<file path="src/rtl/cpu0_mem_arbiter.sv">
// cpu0_mem_arbiter: round-robin arbiter sharing the memory0 port between the cpu0 core
// (master 0) and a second bus master, with legality checking and fixed-length accesses.
module cpu0_mem_arbiter #(
    parameter int unsigned MEMSIZE       = 32'h10000,
    parameter int unsigned ACCESS_CYCLES = 1
) (
    input  logic        clock,
    input  logic        reset,

    input  logic        m0_req,
    input  logic        m0_rw,
    input  logic [1:0]  m0_size,
    input  logic [31:0] m0_addr,
    input  logic [31:0] m0_wdata,
    output logic        m0_ack,
    output logic        m0_err,
    output logic [31:0] m0_rdata,

    input  logic        m1_req,
    input  logic        m1_rw,
    input  logic [1:0]  m1_size,
    input  logic [31:0] m1_addr,
    input  logic [31:0] m1_wdata,
    output logic        m1_ack,
    output logic        m1_err,
    output logic [31:0] m1_rdata,

    output logic        m_en,
    output logic        m_rw,
    output logic [1:0]  m_size,
    output logic [31:0] mar,
    output logic [31:0] mdr,
    input  logic [31:0] dbus,

    output logic [1:0]  grant,
    output logic        busy
);

    localparam logic [31:0] MaxAddr   = 32'(MEMSIZE - 4);
    localparam logic [3:0]  LastCount = 4'(ACCESS_CYCLES - 1);

    typedef enum logic [1:0] {StIdle, StAccess, StDone} state_e;

    state_e      state_q, state_d;
    logic [3:0]  count_q, count_d;
    logic        last_q, last_d;
    logic        sel_q, sel_d;
    logic        reject_q, reject_d;
    logic [1:0]  grant_q, grant_d;
    logic        en_q, en_d;
    logic        rw_q, rw_d;
    logic [1:0]  size_q, size_d;
    logic [31:0] mar_q, mar_d;
    logic [31:0] mdr_q, mdr_d;
    logic        ack0_q, ack0_d;
    logic        ack1_q, ack1_d;
    logic        err0_q, err0_d;
    logic        err1_q, err1_d;
    logic [31:0] rdata0_q, rdata0_d;
    logic [31:0] rdata1_q, rdata1_d;

    logic        pick;
    logic        req_rw;
    logic [1:0]  req_size;
    logic [31:0] req_addr;
    logic [31:0] req_wdata;
    logic        req_legal;

    // On a tie the master not granted last wins; last_q = 1 means master 1 went last.
    always_comb begin
        pick      = m1_req & (~m0_req | ~last_q);
        req_rw    = pick ? m1_rw    : m0_rw;
        req_size  = pick ? m1_size  : m0_size;
        req_addr  = pick ? m1_addr  : m0_addr;
        req_wdata = pick ? m1_wdata : m0_wdata;
        req_legal = (req_addr <= MaxAddr)
                    && !(req_size == 2'b11 && req_addr[1:0] != 2'b00)
                    && !(req_size == 2'b01 && req_addr[0]);
    end

    always_comb begin
        state_d  = state_q;
        count_d  = count_q;
        last_d   = last_q;
        sel_d    = sel_q;
        reject_d = reject_q;
        grant_d  = grant_q;
        en_d     = en_q;
        rw_d     = rw_q;
        size_d   = size_q;
        mar_d    = mar_q;
        mdr_d    = mdr_q;
        ack0_d   = 1'b0;
        ack1_d   = 1'b0;
        err0_d   = 1'b0;
        err1_d   = 1'b0;
        rdata0_d = rdata0_q;
        rdata1_d = rdata1_q;

        unique case (state_q)
            StIdle: begin
                if (m0_req || m1_req) begin
                    sel_d    = pick;
                    grant_d  = pick ? 2'b10 : 2'b01;
                    count_d  = '0;
                    reject_d = ~req_legal;
                    state_d  = StAccess;
                    if (req_legal) begin
                        en_d   = 1'b1;
                        rw_d   = req_rw;
                        size_d = req_size;
                        mar_d  = req_addr;
                        mdr_d  = req_wdata;
                    end
                end
            end
            // A rejected access spends one cycle here with m_en low so its ack lands
            // one edge after the request was sampled.
            StAccess: begin
                count_d = count_q + 4'd1;
                if (reject_q || count_q == LastCount) begin
                    state_d = StDone;
                    en_d    = 1'b0;
                    if (sel_q) begin
                        ack1_d = 1'b1;
                        err1_d = reject_q;
                    end else begin
                        ack0_d = 1'b1;
                        err0_d = reject_q;
                    end
                    if (reject_q) begin
                        if (sel_q) rdata1_d = '0;
                        else       rdata0_d = '0;
                    end else if (rw_q) begin
                        if (sel_q) rdata1_d = dbus;
                        else       rdata0_d = dbus;
                    end
                end
            end
            StDone: begin
                last_d  = sel_q;
                grant_d = '0;
                state_d = StIdle;
            end
            default: state_d = StIdle;
        endcase
    end

    always_ff @(posedge clock or posedge reset) begin
        if (reset) begin
            state_q  <= StIdle;
            count_q  <= '0;
            last_q   <= 1'b1;
            sel_q    <= 1'b0;
            reject_q <= 1'b0;
            grant_q  <= '0;
            en_q     <= 1'b0;
            rw_q     <= 1'b1;
            size_q   <= '0;
            mar_q    <= '0;
            mdr_q    <= '0;
            ack0_q   <= 1'b0;
            ack1_q   <= 1'b0;
            err0_q   <= 1'b0;
            err1_q   <= 1'b0;
            rdata0_q <= '0;
            rdata1_q <= '0;
        end else begin
            state_q  <= state_d;
            count_q  <= count_d;
            last_q   <= last_d;
            sel_q    <= sel_d;
            reject_q <= reject_d;
            grant_q  <= grant_d;
            en_q     <= en_d;
            rw_q     <= rw_d;
            size_q   <= size_d;
            mar_q    <= mar_d;
            mdr_q    <= mdr_d;
            ack0_q   <= ack0_d;
            ack1_q   <= ack1_d;
            err0_q   <= err0_d;
            err1_q   <= err1_d;
            rdata0_q <= rdata0_d;
            rdata1_q <= rdata1_d;
        end
    end

    assign m0_ack   = ack0_q;
    assign m0_err   = err0_q;
    assign m0_rdata = rdata0_q;
    assign m1_ack   = ack1_q;
    assign m1_err   = err1_q;
    assign m1_rdata = rdata1_q;
    assign m_en     = en_q;
    assign m_rw     = rw_q;
    assign m_size   = size_q;
    assign mar      = mar_q;
    assign mdr      = mdr_q;
    assign grant    = grant_q;
    assign busy     = (state_q != StIdle);

endmodule

</file>
<file path="config.mk">
export PLATFORM = sky130hd
export DESIGN_NAME = cpu0_mem_arbiter
export DESIGN_NICKNAME = d
export VERILOG_FILES = /design/src/rtl/cpu0_mem_arbiter.sv
export SDC_FILE = /design/constraint.sdc
export NUM_CORES = 1
export LEC_CHECK = 0
export CORE_ASPECT_RATIO = 1.4
export CORE_MARGIN = 2
export CORE_UTILIZATION = 45
export CTS_BUF_LIST = sky130_fd_sc_hd__clkbuf_4
export DETAILED_ROUTE_END_ITERATION = 12
export HOLD_SLACK_MARGIN = 0.02
export PLACE_DENSITY = 0.95
export SKIP_CTS_REPAIR_TIMING = 1
export SYNTH_ARGS = -nofsm -noshare
export SYNTH_HDL_FRONTEND = slang
export SYNTH_SLANG_ARGS = --single-unit
export TNS_END_PERCENT = 50
</file>
<file path="constraint.sdc">
create_clock -name clock -period 9.7 [get_ports clock]
set_input_delay 1.94 -clock clock [delete_from_list [all_inputs] [get_ports clock]]
set_output_delay 1.94 -clock clock [all_outputs]
set_load 0.02 [all_outputs]
</file>
# ---- Word-level counts from Yosys, hierarchy flattened
# Cells that the tools add are included.
dict set report totals {
  register_bits 147
  input_bits 170
  out_inout_bits 139
  word_cells 94
}
dict set report op_classes {
  n_addsub 1
  magnitude_cmp 1
  eq_ne 11
  muxes 36
  bitwise 5
  reduce_logical 23
}
# op count
set op_table {}
lappend op_table {{two-way mux 32 bit} 10}
lappend op_table {{less-or-equal comparator 32 x 16 -> 1 bit (second input constant)} 1}
lappend op_table {{two-way mux 1 bit} 16}
lappend op_table {{!= test 2 bit (second input constant)} 7}
lappend op_table {{two-way mux 2 bit} 5}
lappend op_table {{AND reduction 5 bit} 2}
lappend op_table {{nonzero test 2 bit} 5}
lappend op_table {{one-hot mux 2 bit (2 select lines)} 2}
lappend op_table {{one-hot mux 4 bit (2 select lines)} 1}
lappend op_table {{AND reduction 2 bit} 4}
lappend op_table {{adder 4 x 1 -> 4 bit (second input constant)} 1}
lappend op_table {{== test 2 x 1 -> 1 bit (second input constant)} 2}
lappend op_table {{== test 2 bit (second input constant)} 2}
lappend op_table {{logical AND 1 bit} 4}
lappend op_table {{zero test 4 bit} 1}
lappend op_table {{two-way mux 4 bit} 1}
lappend op_table {{AND reduction 4 bit} 1}
lappend op_table {{NOT 1 bit} 3}
lappend op_table {{AND reduction 3 bit} 1}
lappend op_table {{zero test 1 bit} 2}
lappend op_table {{zero test 2 bit} 1}
lappend op_table {{logical OR 1 bit} 2}
lappend op_table {{one-hot mux 1 bit (2 select lines)} 1}
lappend op_table {{bitwise AND 1 bit} 1}
lappend op_table {{bitwise OR 1 bit} 1}

# ---- Logic depth before layout (Yosys ltp)
# Gate-level depths: netlist of the first run.
dict set report depth {
  ltp_word 12
  ltp_mapped 9
  ltp_nobuf 8
}

# ---- Worst setup path before layout of the first run
# No wires, ideal clock.
dict set report synth_timing {
  path_type {input -> register}
  start {in m0_addr[28]}
  end {reg mdr_q[17] (netlist: mdr[17])}
  setup_time_ns 0.125
  arrival_ns 3.455
  required_ns 9.575
  path_slack_ns 6.120
  path_stages 7
  path_buffers 2
  cell_sequence {nor4_1 > nand4_1 > a2111oi_1 > nor2_1 > buf_6 > buf_6 > mux2_4}
}
dict set report synth_via {
  elab_chain_len 5
}
# item line
set synth_lines {}
lappend synth_lines {{from (decl)} 13} ;# input logic [31:0] m0_addr,
lappend synth_lines {{two-way mux 32 bit} 74} ;# req_addr = pick ? m1_addr : m0_addr;
lappend synth_lines {{less-or-equal comparator 32 x 16 -> 1 bit} 76} ;# req_legal = (req_addr <= MaxAddr)
lappend synth_lines {{logical AND 1 bit} 77} ;# && !(req_size == 2'b11 && req_addr[1:0] != 2'b00)
lappend synth_lines {{logical AND 1 bit} 78} ;# && !(req_size == 2'b01 && req_addr[0]);
lappend synth_lines {{AND reduction 3 bit (no line)} --}
lappend synth_lines {{to (signal assigned)} 179} ;# mdr_q <= mdr_d;
lappend synth_lines {{to (decl)} 54} ;# logic [31:0] mdr_q, mdr_d;
# No other way between the ends.
# A chain may end at the register's enable or synchronous reset.

# ---- Worst setup path after layout of the first run
dict set report layout_timing {
  start {in m0_addr[28]}
  end {reg mar_q[2] (netlist: mar[2])}
}
dict set report layout_via {
  elab_chain_len 5
}
# item line
set layout_lines {}
lappend layout_lines {{two-way mux 32 bit} 74}
lappend layout_lines {{less-or-equal comparator 32 x 16 -> 1 bit} 76}
lappend layout_lines {{logical AND 1 bit} 77}
lappend layout_lines {{logical AND 1 bit} 78}
lappend layout_lines {{AND reduction 3 bit (no line)} --}
lappend layout_lines {{to (signal assigned)} 178} ;# mar_q <= mar_d;
lappend layout_lines {{to (decl)} 53} ;# logic [31:0] mar_q, mar_d;
# No other way between the ends.

==> results of run 1 <==
==> cells in the mapped netlist <==
cell	number	area share (%)
o21ai_0	68	5.4
or3_1	1	0.099
nor2b_1	2	0.20
mux2_4	3	0.71
dfstp_2	2	0.83
o22a_1	1	0.14
inv_1	5	0.30
xor2_1	2	0.28
nor4_1	9	0.89
a21o_1	2	0.24
nand2_1	73	4.3
nor3_1	2	0.16
and3_1	1	0.099
o31ai_1	2	0.24
nor2_1	10	0.59
nand4_1	8	0.79
and2_1	17	1.7
o21a_1	2	0.24
a2111oi_2	1	0.24
clkbuf_1	24	1.4
ha_1	2	0.40
o211ai_1	2	0.24
a2111oi_1	1	0.16
buf_4	1	0.12
mux2_2	100	18
and2b_1	1	0.12
nand2b_1	34	3.4
dfrtp_1	145	57
buf_6	2	0.36
nand4b_1	1	0.14
nand3b_1	1	0.12
buf_2	4	0.32
nand3_1	1	0.079
nor3b_1	1	0.12
a21boi_2	1	0.18
a21oi_1	1	0.079
==> area by class of cell <==
class                   instances  area [um^2]
fillers                       940         3950
diodes                          1         2.50
clock buffers                  18          135
flip-flops and latches        147         3680
multi-input cells             350         2490
clock inverters                14          151
inverters                       5         23.8
repair buffers                313         3120
well taps                     185          231
==> kinds of logic (layout without fill, tap and decap cells) <==
logic type               count (synthesis)  in the layout  synth area share [%]
AND/OR/NAND/NOR                        162            162                  12.8
flip-flops                             147            147                  58.3
multiplexers                           103            103                  18.6
AO/OA/AOI/OAI                           81             81                  7.14
buffers and inverters                   36            350                  2.52
adder cells (fa/ha/maj)                  2              2                 0.396
XOR/XNOR                                 2              2                 0.278
other                                    0              1                     0
==> metal layers <==
metal / vias up / GRT usage [%]
met5: - / 0
met1: 2470 / 24.6
li1: 2438 / -
met3: 57 / 11.8
met2: 274 / 46.4
met4: 0 / 13.3
==> worst paths after layout <==
| kind | from | endpoint | slack (ps) | cells after the start |
|---|---|---|---|---|
| worst max-delay path | m0_addr[28] | mar[2] | 5690 | 7 |
| worst min-delay path | m0_rdata[24] | m0_rdata[24] | 490 | 2 |
| worst max register to register | count_q[0] | m0_rdata[7] | 7230 | 6 |
| worst min register to register | m0_rdata[24] | m0_rdata[24] | 490 | 2 |
| max in group asynchronous | reset | mdr[14] | 6450 | 3 |
| min in group asynchronous | reset | m1_rdata[1] | 1910 | 2 |
==> power groups by stage <==
| stage | logic [W] | clock network, W | registers (W) |
|---|---|---|---|
| after detailed placement | 0.000405 | 0 | 0.000701 |
| after global routing | 0.000436 | 0.000423 | 0.000697 |
| final | 0.000404 | 0.000388 | 0.000688 |
| after global placement | 0.000397 | 0 | 0.000698 |
| after CTS | 0.000408 | 0.000400 | 0.000689 |
| after floorplan | 0.000176 | 0 | 0.000733 |
==> flip-flops by register name, indices dropped and copies added (netlist names), 2 cells and up <==
signal / flops
count_q: 4
grant: 2
m0_rdata: 32
m1_rdata: 32
m_size: 2
mar: 32
mdr: 32
state_q: 2
==> stage by stage <==
step | hold slack [ps] | worst slack, ps | cell area, um^2 | cells
2_1_floorplan | 491 | 3810 | 6310 | 533
3_3_place_gp | 460 | 5180 | 9550 | 1000
3_5_place_dp | 469 | 5130 | 9550 | 1000
4_1_cts | 498 | 5710 | 9830 | 1032
5_1_grt | 516 | 5620 | 9830 | 1033
6_report | 491 | 5690 | 9830 | 1033
==> worst max-delay path: stages <==
cell	delay (ps)
clkdlybuf4s50_1	410
nor4_1	340
nand4_1	180
a2111oi_1	690
nor2_4	60
buf_4	390
mux2_2	370
==> run metrics, run 1 <==
result of the run finished clean; first-pass iteration count of the detailed router 4; switching pwr 0.000477 W; most frequent cells in the layout clkdlybuf4s50_1 (308), dfrtp_1 (145), mux2_2 (100); Post-Route Skew 26.5 ps; drt via density 5.07; Clk pin slew, worst setup/hold paths 120 ps; Die Wd 104 um; final worst path period share 41.4%; RePlAce Congestion 0.872; initial antenna violation count 1; H-Tree Depth 4; Starting Density 45.8%; Worst EP arrival 4410 ps; Rows 51; first-pass GRT wire length 29.6 mm; Power Internal 0.00100 W; worst skew pair latency 520 ps; part of the power in registers 46.5%; GRT Overall Usage 25.7%; post-layout util 71.4%; Yosys reg bits 147; Area growth, synth to finish 55.8%; Mapped Nets 705; # setup viols final 0; CTS sink count 147; Nets 1,006; Iter 0 DRT Violations 190; fin. max-slew vios 0; global route overflow 0; met3 routed WL 1.92 mm; Routed Antenna Nets 0; pin count of the biggest net entering global routing 81; Fmax 249 MHz; CTS root buffer clkbuf_4; Placeable Area 13,800 um^2; Mapped Cells 533; peak supply drop 0.131 mV; CP endpoint kind flop; RSZ-0062 raised after global routing no; pwr/cell area 151 nW/um^2; Yosys warnings 0; Final HPWL DP 14.7 mm; Logic pwr share 27.3%; Ports 309; TritonCTS clock tree built; vias in the first global route 5,629; commonest non-fill, non-tap cell in the layout clkdlybuf4s50_1; Startpoint Class primary input; Mapped Area 6310 um^2; Design Power 0.00148 W; CP required 10,090 ps; setup_tns 0 ps; Clk network pwr share 26.2%; routed wl met2 9.89 mm; wire per inst 18.6 um; number of buffers added on ports 308; Max Root-Sink Buffers 2; total die area 15,000 um^2; Hold Path Class reg2reg; Die Y-Extent 144 um; worst-margin pin slew 1010 ps; CP Class in2reg; DR top layer met4; via count 5,239; Pleak 4.24 nW; total CTS buffers 17; DR DRC count 0; layout cell share with drive strength beyond 1 17.1%; final hold vios 0; overall routed net length 19.2 mm; Seq/Total Area, Yosys 58.3%; post-layout min period 4010 ps; slew margin rel. 32.4%; CP Max Fanout 68; Max Cap Viol 0; Synth cell types 36; Metal-1 WL 6.45 mm; Avg Inst Size Synth 11.8 um^2; sw frac 32.2%
(Power assumes the default switching activity.)
==> inputs of run 2 (changes only) <==
- CORE_UTILIZATION: 45 -> 42
- PLACE_DENSITY: 0.95 -> 0.92
- clock period: 9.7 -> 3.8 ns (I/O delays scaled with it)
==> run 2 against run 1 <==
Effect of this change:
- sequential power grew to 2.6 times the previous value
- core utilization is 4.6 points lower
- via count is 0.74% lower
- register-to-register slack worse by 5900 ps
- critical path depth stayed put
- cell count is 0.48% higher
- critical path type unchanged
- highest routed layer unchanged
==> run metrics, run 2 (synthesis gave the netlist of run 1 again) <==
wire per inst 18.1 um (-2.4%); fillers 1,111 (+18%); Max Root-Sink Buffers 2 (unchanged); layout cell share with drive strength beyond 1 17.2% (+0.041 points); R2R Path End m0_rdata[5]; Fmax 373 MHz; Nets 1,006 (unchanged); Final HPWL DP 14.0 mm (-4.6%); Hold Path Class reg2reg; Die Wd 108 um (+3.4%); WHS Path Cells 2 (unchanged); Max Cap Viol 0 (unchanged); number of buffers added on ports 308 (unchanged); TritonCTS clock tree built; reg2reg setup slack 1340 ps (-5890 ps); RePlAce Congestion 0.809 (-7.2%); Area growth, synth to finish 57.2%; Worst EP arrival 3090 ps (-1320 ps); Starting Density 42.5% (-3.3 points); Routed Antenna Nets 0 (unchanged); Pleak 4.28 nW (+0.95%); CP required 4210 ps (-5880 ps); peak supply drop 0.240 mV (+84%); CP endpoint kind flop; total die area 16,000 um^2 (+6.9%); R2R cell count 6 (unchanged); pre-CTS WS 576 ps (-4560 ps); Ports 309 (unchanged); post-layout min period 2680 ps; worst skew pair latency 520 ps (about the same); post-route cell area 9920 um^2 (+0.89%); result of the run finished clean; overall routed net length 18.8 mm (-1.9%); CTS root buffer clkbuf_4; final worst path period share 70.6%; # setup viols final 0 (unchanged); reg2reg start count_q[0]; hold wc startpoint m1_rdata[25]; DR DRC count 0 (unchanged); final hold vios 0 (unchanged); Startpoint Class primary input; Die Y-Extent 149 um (+3.4%); commonest non-fill, non-tap cell in the layout clkdlybuf4s50_1; RSZ-0062 raised after global routing no; initial antenna violation count 1 (unchanged); drt via density 5.01 (-1.2%); Clk pin slew, worst setup/hold paths 120 ps (about the same); CP Class in2reg; pin count of the biggest net entering global routing 148 (+83%); CP Max Fanout 68 (unchanged); Worst Hold End m1_rdata[25]; GRT Overall Usage 23.1% (-2.6 points); H-Tree Depth 4 (unchanged); vias in the first global route 5,472 (-2.8%); setup_tns 0 ps (unchanged); global route overflow 0 (unchanged); Placed Area 9580 um^2 (+0.34%); via count 5,200 (-0.74%); fin. max-slew vios 0 (unchanged); first-pass iteration count of the detailed router 4 (unchanged); Worst Slack Setup Final 1120 ps (-4570 ps); Rows 53 (+3.9%); Post-Route Skew 21.4 ps (-5.14 ps); Placeable Area 14,900 um^2 (+7.8%); CTS sink count 147 (unchanged); pwr/cell area 397 nW/um^2 (+160%); Iter 0 DRT Violations 184 (-3.2%); worst-margin pin slew 1010 ps (-3.65 ps); slew margin rel. 32.6% (+0.24 points); most frequent cells in the layout clkdlybuf4s50_1 (308), dfrtp_1 (145), mux2_2 (100); total CTS buffers 17 (unchanged); first-pass GRT wire length 28.2 mm (-5.0%)
run 2: cell types whose count changed in the layout (fill, tap and decap cells not counted):
cell,before,now
inv_6,6,2
bufinv_16,2,5
buf_12,0,2
buf_4,5,3
clkinv_1,2,0
clkinv_2,0,1
clkinv_4,2,3
clkinvlp_4,3,2
run 2: worst max path at each step:
stage                      from          to  slack (ps)  cells after the start
CTS                  state_q[0]        busy        1050                      3
global route         state_q[0]        busy        1000                      3
global placement    m0_addr[28]     mdr[19]         600                      7
floorplan                 reset  count_q[0]        1190                      1
detailed placement  m0_addr[28]     mdr[17]         580                      7
finish              m0_addr[28]     mdr[19]        1120                      7
run 2: worst max-delay path, cell delays in order:
cell and delay, ps:
clkdlybuf4s50_1 390, nor4_1 330, nand4_1 180, a2111oi_1 750
nor2_4 80, buf_12 250, mux2_4 320
run 2: metrics by stage:
stage / hold WS (ps) / total power [W] / instances / util, %
3_5_place_dp: 469 / 0.00282 / 1007 / 64.5
4_1_cts: 497 / 0.00399 / 1037 / 66.8
6_report: 487 / 0.00394 / 1038 / 66.8
5_1_grt: 518 / 0.00415 / 1038 / 66.8
3_3_place_gp: 460 / 0.00280 / 1007 / 64.5
2_1_floorplan: 491 / 0.00232 / 533 / -
run 2: cell type report:
cell class                 instances  area (um^2)  area share [%]
tap                              192          240            2.42
multi-input combinational        350         2490            25.1
timing repair buffer             313         3150            31.7
clock inverter                    12          206            2.08
inverter                           5         22.5           0.227
antenna                            1         2.50          0.0252
clock buffer                      18          135            1.36
sequential                       147         3680            37.1
run 2: power by group:
part           total (W)  internal (W)  switching [W]
registers        0.00176       0.00168      0.0000815
logic            0.00102      0.000477       0.000545
clock network    0.00116      0.000595       0.000565
run 2: layer usage:
metal / part of all wire (%) / global-route usage, % / routed length, um / vias to the layer above
met1: 35 / 23.8 / 6580 / 2465
met3: 10 / 9.26 / 1880 / 49
met4: 4.6 / 12.2 / 862 / 0
li1: - / - / - / 2438
met5: 0 / 0 / 0 / -
met2: 50 / 40.0 / 9490 / 248
==> inputs of run 3 (changes only) <==
- clock period: 3.8 -> 2.7 ns (I/O delays scaled with it)
==> run 3 against run 2 <==
Effect of this change:
- sequential share of layout area fell by 0.39 points
- clock power rose by 23%
- global-route usage rose by 1.0 points
- first-iteration DRC count rose by 12%
- clock-buffer cell count did not move
- clock skew rose by 5.5 ps
- non-clock buffer count rose by 14
- combinational power rose by 46%
- power rose by 37%
- via count rose by 1.0%
- critical path depth fell by 4
- highest routed layer unchanged
==> run metrics, run 3 (synthesis gave the netlist of run 1 again) <==
Rows 53 (unchanged); Area growth, synth to finish 58.9%; pwr/cell area 538 nW/um^2 (+35%); cell total after placement 1,021 (+1.4%); commonest non-fill, non-tap cell in the layout clkdlybuf4s50_1; wire per inst 18.6 um (+2.8%); CTS root buffer clkbuf_4; post-layout util 67.5% (+0.71 points); slew margin rel. 62.4% (+30 points); Design Power 0.00540 W (+37%); Worst EP arrival 1990 ps (-1100 ps); final hold vios 0 (unchanged); total die area 16,000 um^2 (unchanged); CP Max Fanout 6 (-91%); Routed Antenna Nets 0 (unchanged); Hold Path Class in2async; peak supply drop 0.291 mV (+21%); first-pass GRT wire length 29.2 mm (+3.8%); worst skew pair latency 520 ps (about the same); fin. max-slew vios 0 (unchanged); initial antenna violation count 1 (unchanged); worst-margin pin slew 565 ps (-446 ps); via count 5,252 (+1.0%); number of buffers added on ports 308 (unchanged); # setup viols final 0 (unchanged); Clk pin slew, worst setup/hold paths 130 ps (about the same); Die Y-Extent 149 um (unchanged); Fin Hold WS 338 ps (-149 ps); overall routed net length 19.6 mm (+4.2%); CTS sink count 147 (unchanged); first-pass iteration count of the detailed router 4 (unchanged); R2R Path End m0_rdata[18]; Startpoint Class flop; reg2reg start count_q[1]; setup_tns 0 ps (unchanged); Nets 1,020 (+1.4%); Fmax 396 MHz; CP endpoint kind output pin; reg2reg setup slack 460 ps (-880 ps); CP required 2160 ps (-2050 ps); final cell count without fillers 1,053 (+1.4%); GRT Overall Usage 24.2% (+1.0 points); most frequent cells in the layout clkdlybuf4s50_1 (308), dfrtp_1 (145), mux2_2 (100); Max Root-Sink Buffers 2 (unchanged); drt via density 4.99 (-0.44%); Pleak 4.35 nW (+1.7%); RSZ-0062 raised after global routing no; Post-Route Skew 26.9 ps (+5.54 ps); DR DRC count 0 (unchanged); Starting Density 42.5% (unchanged); layout cell share with drive strength beyond 1 18.5% (+1.3 points); RePlAce Congestion 0.759 (-6.2%); R2R cell count 8 (+2); Max Cap Viol 0 (unchanged); Die Wd 108 um (unchanged); pin count of the biggest net entering global routing 65 (-56%); TritonCTS clock tree built; H-Tree Depth 4 (unchanged); vias in the first global route 5,553 (+1.5%); result of the run finished clean; post-layout min period 2530 ps; global route overflow 0 (unchanged); CP Class reg2out; final worst path period share 93.5%; Final HPWL DP 15.1 mm (+7.8%); Placeable Area 14,900 um^2 (unchanged); Ports 309 (unchanged); Iter 0 DRT Violations 206 (+12%); total CTS buffers 17 (unchanged)
[run 3: cell count changes in the layout (fill, tap and decap cells not counted), sizes merged]
cell,previous run,this run
buf,5,19
inv,6,7
bufinv,5,3
clkinv,4,6
[run 3: metal layers]
metal | vias up | track usage [%] | wire length (um)
li1 | 2466 | - | -
met2 | 233 | 43.1 | 10200
met3 | 48 | 9.04 | 1820
met4 | 0 | 12.4 | 966
met1 | 2505 | 24.2 | 6620
met5 | - | 0 | 0
[run 3: power breakdown]
part           switching [W]  total [W]  internal [W]  leakage, nW
clock network       0.000784    0.00143      0.000649        0.160
logic               0.000785    0.00149      0.000703         2.16
registers           0.000114    0.00248       0.00236         2.03
[run 3: layout make-up]
cell class	instances	area (um^2)
fill	1080	4830
sequential	147	3680
timing repair buffer	327	3300
multi-input combinational	350	2490
tap	192	240
clock inverter	13	156
clock buffer	18	135
inverter	5	22.5
antenna	1	2.50
[run 3: worst max-delay path by stage]
stage / startpoint / endpoint / slack (ps) / cells after the start
2_1_floorplan: reset / count_q[0] / 310 / 1
3_3_place_gp: m1_addr[18] / mdr[19] / -6 / 9
3_5_place_dp: m0_addr[28] / mdr[17] / -150 / 8
4_1_cts: state_q[0] / busy / 130 / 3
5_1_grt: state_q[0] / busy / 30 / 3
6_report: state_q[0] / busy / 170 / 3
[run 3: per-stage QoR]
stage | setup slack, ps | area (um^2)
3_3_place_gp | -6.03 | 9730
3_5_place_dp | -154 | 9730
5_1_grt | 34.2 | 10000
2_1_floorplan | 315 | 6320
6_report | 174 | 10000
4_1_cts | 133 | 10000
[run 3: critical path: stages (launching register included)]
cell             delay (ps)
dfrtp_1                 460
nor2_1                  370
inv_1                    90
clkdlybuf4s50_1         560
